File: src/rtl/lexington_pkg.sv
// Shared types and default end-of-test codes for the test monitor.
// Imported by test_monitor and fail_log.
package lexington_pkg;

  typedef enum logic [1:0] {
    ST_RUN     = 2'd0,
    ST_PASSED  = 2'd1,
    ST_FAILED  = 2'd2,
    ST_TIMEOUT = 2'd3
  } mon_state_e;

  localparam logic [31:0] SUCCESS_CODE_DEF = 32'h0D15EA5E;
  localparam logic [31:0] FAIL_CODE_DEF    = 32'hDEADBEEF;

endpackage

File: src/rtl/test_monitor_fail_log.sv
// fail_log: synchronous FIFO of failing PCs with sticky overflow.
// DEPTH must be a power of two, at least 2.
module fail_log
  import lexington_pkg::*;
#(
  parameter int unsigned DEPTH = 4,
  parameter int unsigned WIDTH = 32
) (
  input  logic             clk,
  input  logic             rst_n,
  input  logic             clr,
  input  logic             push,
  input  logic [WIDTH-1:0] wdata,
  input  logic             pop,
  output logic [WIDTH-1:0] rdata,
  output logic             empty,
  output logic             full,
  output logic             overflow
);

  localparam int unsigned AW = $clog2(DEPTH);

  logic [WIDTH-1:0] mem [DEPTH];
  logic [AW:0]      wr_q, wr_d;
  logic [AW:0]      rd_q, rd_d;
  logic             ovf_q, ovf_d;
  logic             pop_ok;
  logic             push_ok;

  assign empty = (wr_q == rd_q);
  assign full  = (wr_q[AW] != rd_q[AW]) &&
                 (wr_q[AW-1:0] == rd_q[AW-1:0]);

  // a pop frees the slot the same cycle, so full+push+pop is accepted
  assign pop_ok  = pop & ~empty;
  assign push_ok = push & (~full | pop_ok);

  always_comb begin
    wr_d  = wr_q;
    rd_d  = rd_q;
    ovf_d = ovf_q;
    if (clr) begin
      wr_d  = '0;
      rd_d  = '0;
      ovf_d = 1'b0;
    end else begin
      if (push_ok) wr_d = wr_q + 1'b1;
      if (pop_ok)  rd_d = rd_q + 1'b1;
      if (push && !push_ok) ovf_d = 1'b1;
    end
  end

  always_ff @(posedge clk or negedge rst_n) begin
    if (!rst_n) begin
      wr_q  <= '0;
      rd_q  <= '0;
      ovf_q <= 1'b0;
    end else begin
      wr_q  <= wr_d;
      rd_q  <= rd_d;
      ovf_q <= ovf_d;
    end
  end

  always_ff @(posedge clk) begin
    if (push_ok && !clr) mem[wr_q[AW-1:0]] <= wdata;
  end

  assign rdata    = empty ? '0 : mem[rd_q[AW-1:0]];
  assign overflow = ovf_q;

endmodule

File: config.mk
export PLATFORM = sky130hd
export DESIGN_NAME = fail_log
export DESIGN_NICKNAME = d
export VERILOG_FILES = /design/src/rtl/lexington_pkg.sv /design/src/rtl/test_monitor_fail_log.sv
export SDC_FILE = /design/constraint.sdc
export NUM_CORES = 1
export LEC_CHECK = 0
export ABC_CLOCK_PERIOD_IN_PS = 2600
export CORE_ASPECT_RATIO = 1.5
export CORE_MARGIN = 5
export CORE_UTILIZATION = 54
export DETAILED_ROUTE_END_ITERATION = 10
export PLACE_DENSITY_LB_ADDON = 0.3
export SLEW_MARGIN = 20
export SYNTH_ARGS = -nofsm -noshare
export SYNTH_HDL_FRONTEND = slang
export SYNTH_SLANG_ARGS = --single-unit
export TNS_END_PERCENT = 1
File: constraint.sdc
create_clock -name clk -period 2.6 [get_ports clk]
set_input_delay 0.52 -clock clk [delete_from_list [all_inputs] [get_ports clk]]
set_output_delay 0.52 -clock clk [all_outputs]
set_load 0.02 [all_outputs]
==> impl_metrics.yaml, run 1 <==
clock_tree:
  root_buffer: "clkbuf_16"
  cts_hold_buf: 0
  clock_path_buffers: 2
  htree_levels: 4
  tritoncts: "built"
  clkSlewWorstSetupHoldPaths_ns: 0.06
  clock_sinks: 135
  worstSkewPairLatency_ns: 0.42
  numCtsBuffers: 17
routing:
  vias_per_cell: 5.52
  wirelength_um: 10000
  drc: 0
  vias: 2656
  routedWlPerCell_um: 20.9
  drt-initial-drc-count: 148
  antenna_left: 0
  dr.pass1.iters: 4
worst_setup_path:
  worstSetupEndpointType: "output port"
  max_stage_delay_ns: 0.46
  r2r_end: "mem[2][22]"
  startpoint: "rd_q[0]"
  ff2ff_path_depth: 7
  critPathCapture: "empty"
  r2r-start: "rd_q[0]"
  rrSetupSlack_ns: 0.30
  path_class: "flip-flop to output port"
  critPathLaunchType: "flip-flop"
  cp_data_arrival_time_ns: 2.01
  worstPathCellList: "buf_4 -> xor2_4 -> nor3_4 -> buf_12 -> dlygate4sd2_1"
  critPathMaxFanout: 20
  cp_slowest_cell: "dfrtp_2"
  cp_data_required_time_ns: 2.08
placed_design:
  place_hpwl_um: 6360
  pre_cts_ws_ns: 0.144
  routabilityCongestion: 0.730
  numPortBuffers: 71
synth:
  synthAdderAreaFrac: 0.0117
  ys_types: 27
  syn_area_per_cell_um2: 21.5
  yosysWarnings: 0
  syn_inst: 249
  synth_xor_area_frac: 0.0185
  yosysSeqAreaShare: 0.752
  synthMuxAreaShare: 0.139
  synth_compound_area_frac: 0.00984
  syn_nets: 291
  synth-seq-cells: 135
  synth_top_family_by_area: "multiplexers"
  yosys.area_share.simple: 0.0548
  syn-cell-area_um2: 5340
global_routing:
  antenna_found_initial: 0
  grtUsageTotal: 0.181
  overflow: 0
  grt_max_degree: 23
  grt_pass1_vias: 2983
  grt_pass1_wl_um: 16000
sta:
  relSlewSlack: 0.708
  max_freq_mhz: 395
  tightestPinTransition_ns: 0.433
  skew_ns: 0.00900
  hold_violations: 0
  fin_setup_tns_ns: 0
  period_share: 0.974
  fin_ws_ns: 0.0674
  min_period_ns: 2.53
  hold_ws_ns: 0.377
  rsz0062_at_grt: "no"
  maxSlewViolCount: 0
  setup_viol: 0
die:
  start_util: 0.551
  die_width_um: 91.2
  floorplan.core_area_um2: 9690
  ios: 72
  num_rows: 44
  die_area_um2: 12000
  dieHeight_um: 132
cells_and_area:
  layout.nets: 395
  syn_to_final_growth_pct: 30.6
  antennaDiodeCount: 0
  fill_cells: 582
  layout.cells.most_common: "edfxtp_1"
  utilization: 0.720
  drive_gt1_frac: 0.369
  final_cell_mix: "edfxtp_1 (128), clkdlybuf4s50_1 (37), mux4_2 (32), nor2b_1 (32), buf_2 (28)"
pwr:
  p_leak_nw: 2.42
  irDropWorstVdd_mv: 0.664
  powerDensity_nw_per_um2: 916
hold_path:
  hold_path_class: "input port to asynchronous set/reset pin"
run:
  cap_violations: 0
status:
  status: "completed"
power breakdown:
part	switching, W	internal, W	leakage [nW]	total (W)
Clock	0.000868	0.00160	0.299	0.00247
Sequential	0.0000352	0.00245	1.26	0.00249
Combinational	0.000734	0.000696	0.863	0.00143
Total	0.00164	0.00475	2.42	0.00639
worst max-delay path: cells and delay by family, from the launching register on:
| family | cells | cell delay [ns] |
|---|---|---|
| flops | 1 | 0.46 |
| simple gates | 1 | 0.22 |
| buf+inv | 3 | 0.73 |
| xor+xnor | 1 | 0.18 |
synth_stat cells, drive strengths merged:
cell      n  area [um2]
nor2      6        22.5
nor2b    32         200
o41ai     1        16.3
and2      4        25.0
xnor2     2        17.5
nor4      1        12.5
a21oi     2        10.0
nand2     1        3.75
clkbuf    1        3.75
ha        5        62.6
inv       2        7.51
xor2      5        81.3
buf      11        63.8
o311ai    1        8.76
nor3b     1        7.51
or3       1        6.26
o21ai     1        5.00
edfxtp  128        3840
o31ai     1        12.5
nor3      2        15.0
dfrtp     7         175
mux4     32         721
mux2i     2        20.0
per-layer routing:
| layer | share of wire | vias up | routed length (um) | global-route usage |
|---|---|---|---|---|
| li1 | - | 1209 | - | - |
| met1 | 0.38 | 1371 | 3790 | 0.204 |
| met2 | 0.57 | 64 | 5700 | 0.317 |
| met3 | 0.041 | 12 | 407 | 0.0565 |
| met4 | 0.016 | 0 | 157 | 0.0710 |
| met5 | 0 | - | 0 | 0 |
repair_timing:
action,4_1_cts,5_1_grt
gates resized for setup,124,6
buffers inserted,5,1
endpoints found under the setup margin,34,13
hold endpoints to repair,0,0
gates cloned,1,0
flip-flops by register name, indices dropped and copies added (netlist names):
signal    count
wr_q          3
rd_q          3
mem         128
overflow      1
kinds of logic (layout without fill, tap and decap cells):
group,count (synthesis),after routing
XOR/XNOR,7,7
flip-flops,135,135
adder cells (fa/ha/maj),5,5
buffers and inverters,14,131
AND/OR/NAND/NOR,48,48
multiplexers,34,34
AO/OA/AOI/OAI,6,6
worst min path at each step:
stage	start	endpoint	slack, ns	cells past startpoint
after floorplan	rst_n	overflow	0.22	0
after global placement	overflow	overflow	0.49	2
after detailed placement	overflow	overflow	0.50	2
after CTS	rst_n	overflow	0.37	1
after global routing	rst_n	rd_q[1]	0.40	1
final	rst_n	rd_q[2]	0.38	1
final cells by class:
type / count / area [um2] / area share
Multi-Input combinational cell: 100 / 1270 / 0.181
Sequential cell: 135 / 4020 / 0.576
Timing Repair Buffer: 97 / 908 / 0.130
Clock inverter: 15 / 205 / 0.0294
Clock buffer: 17 / 425 / 0.0610
Tap cell: 115 / 144 / 0.0206
Inverter: 2 / 7.51 / 0.00108
through the flow:
stage	std cells	total power, W	cell area [um2]
2_1_floorplan	249	0.00337	5340
3_3_place_gp	442	0.00401	6370
3_5_place_dp	442	0.00403	6370
4_1_cts	480	0.00647	7000
5_1_grt	481	0.00665	6980
6_report	481	0.00639	6980
Note: power is estimated with default switching activity, not from simulation.
==> run 2, diff against run 1 <==
--- a/config.mk
+++ b/config.mk
@@ -5,7 +5,7 @@
 export SDC_FILE = /design/constraint.sdc
 export NUM_CORES = 1
 export LEC_CHECK = 0
-export ABC_CLOCK_PERIOD_IN_PS = 2600
+export ABC_CLOCK_PERIOD_IN_PS = 2910
 export CORE_ASPECT_RATIO = 1.5
 export CORE_MARGIN = 5
 export CORE_UTILIZATION = 54
==> constraint.sdc (replaced) <==
create_clock -name clk -period 2.91 [get_ports clk]
set_input_delay 0.582 -clock clk [delete_from_list [all_inputs] [get_ports clk]]
set_output_delay 0.582 -clock clk [all_outputs]
set_load 0.02 [all_outputs]
==> run 2 against run 1 <==
Compared with the run above:
- critical path depth fell by 1
- clock-buffer cell count is 3 higher
- critical path type unchanged
- register-to-register slack better by 0.33 ns
==> impl_metrics.yaml, run 2 (synthesized netlist as in run 1, its figures left out) <==
status:
  status: "completed"
global_routing:
  grtUsageTotal: 0.181
  grt_max_degree: 24
  overflow: 0
  grt_pass1_vias: 2913
  grt_pass1_wl_um: 16000
  antenna_found_initial: 0
die:
  die_area_um2: 12000
  die_width_um: 91.2
  ios: 72
  floorplan.core_area_um2: 9690
  dieHeight_um: 132
  num_rows: 44
  start_util: 0.551
routing:
  drc: 0
  vias: 2671
  antenna_left: 0
  dr.pass1.iters: 4
  routedWlPerCell_um: 21.9
  drt-initial-drc-count: 126
  vias_per_cell: 5.70
  wirelength_um: 10300
sta:
  max_freq_mhz: 353
  relSlewSlack: 0.679
  tightestPinTransition_ns: 0.477
  min_period_ns: 2.83
  period_share: 0.974
  skew_ns: 0.0103
  hold_violations: 0
  setup_viol: 0
  maxSlewViolCount: 0
  hold_ws_ns: 0.456
clock_tree:
  cts_hold_buf: 0
  root_buffer: "clkbuf_16"
  numCtsBuffers: 17
  htree_levels: 4
  clock_sinks: 135
  clock_path_buffers: 2
  worstSkewPairLatency_ns: 0.40
  tritoncts: "built"
  clkSlewWorstSetupHoldPaths_ns: 0.05
cells_and_area:
  layout.cells.most_common: "edfxtp_1"
  syn_to_final_growth_pct: 28.6
  final_cell_mix: "edfxtp_1 (128), clkdlybuf4s50_1 (42), mux4_2 (32), nor2b_1 (32), dlygate4sd2_1 (22)"
  final_cells: 469
  largest_reg_flops: 128
  fin_area_um2: 6870
  drive_gt1_frac: 0.243
  layout.nets: 384
  antennaDiodeCount: 0
worst_setup_path:
  worstPathCellList: "buf_12 -> mux4_2 -> nor2b_1 -> clkdlybuf4s50_1"
  critPathLaunchType: "flip-flop"
  cp_slowest_cell: "clkdlybuf4s50_1"
  path_class: "flip-flop to output port"
  max_stage_delay_ns: 0.54
  cp_data_arrival_time_ns: 2.25
  cp_data_required_time_ns: 2.33
  critPathMaxFanout: 13
  worstSetupEndpointType: "output port"
pwr:
  powerDensity_nw_per_um2: 788
  irDropWorstVdd_mv: 0.695
  p_leak_nw: 2.42
placed_design:
  dpl.cell_count: 437
  routabilityCongestion: 0.702
  place_hpwl_um: 6280
  numPortBuffers: 71
  placed_cell_area_um2: 6320
run:
  cap_violations: 0
hold_path:
  hold_path_class: "input port to asynchronous set/reset pin"
[run 2: power by group]
group | internal (W) | switching, W | leakage (nW)
Combinational | 0.000593 | 0.000649 | 0.909
Clock | 0.00124 | 0.000708 | 0.258
Sequential | 0.00219 | 0.0000343 | 1.25
[run 2: worst max-delay path: cells and delay by family, from the launching register on]
family	cells	cell delay [ns]
buf+inv	2	0.74
simple gates	1	0.15
mux	1	0.50
flops	1	0.46
[run 2: area by class of cell]
| cell class | count | area, um2 |
|---|---|---|
| sequential | 135 | 4020 |
| clock inverter | 11 | 109 |
| fill | 593 | 2820 |
| tap | 115 | 144 |
| multi-input combinational | 100 | 1270 |
| timing repair buffer | 86 | 886 |
| inverter | 2 | 7.51 |
| clock buffer | 20 | 437 |
[run 2: path summary, 6_finish.rpt]
check	slack, ns	depth (start not counted)	from	to
worst min-delay path	0.46	1	rst_n	wr_q[2]
worst max-delay path	0.08	4	rd_q[0]	rdata[20]
worst min register to register	0.50	2	overflow	overflow
max in group asynchronous	2.16	1	rst_n	rd_q[1]
worst max register to register	0.63	5	rd_q[2]	mem[1][7]
min in group clk	0.50	2	overflow	overflow
[run 2: per-stage QoR]
| stage | TNS, ns | power, W | utilization | worst slack [ns] |
|---|---|---|---|---|
| floorplan | 0 | 0.00301 | - | 0.545 |
| global placement | 0 | 0.00358 | 0.653 | 0.383 |
| detailed placement | 0 | 0.00360 | 0.653 | 0.347 |
| CTS | 0 | 0.00548 | 0.707 | 0.00400 |
| global route | -0.00878 | 0.00563 | 0.709 | -0.00576 |
| finish | 0 | 0.00542 | 0.709 | 0.0770 |
[run 2: timing repair]
action | 4_1_cts | 5_1_grt
buffers inserted | 0 | 1
setup endpoints to repair | 23 | 9
gates resized for setup | 24 | 8
[run 2: per-layer routing]
metal	vias to the layer above	track usage	part of all wire	wire, um
met2	74	0.311	0.56	5710
met4	0	0.0750	0.019	200
met5	-	0	0	0
met3	16	0.0508	0.045	464
met1	1401	0.211	0.38	3900
li1	1180	-	-	-
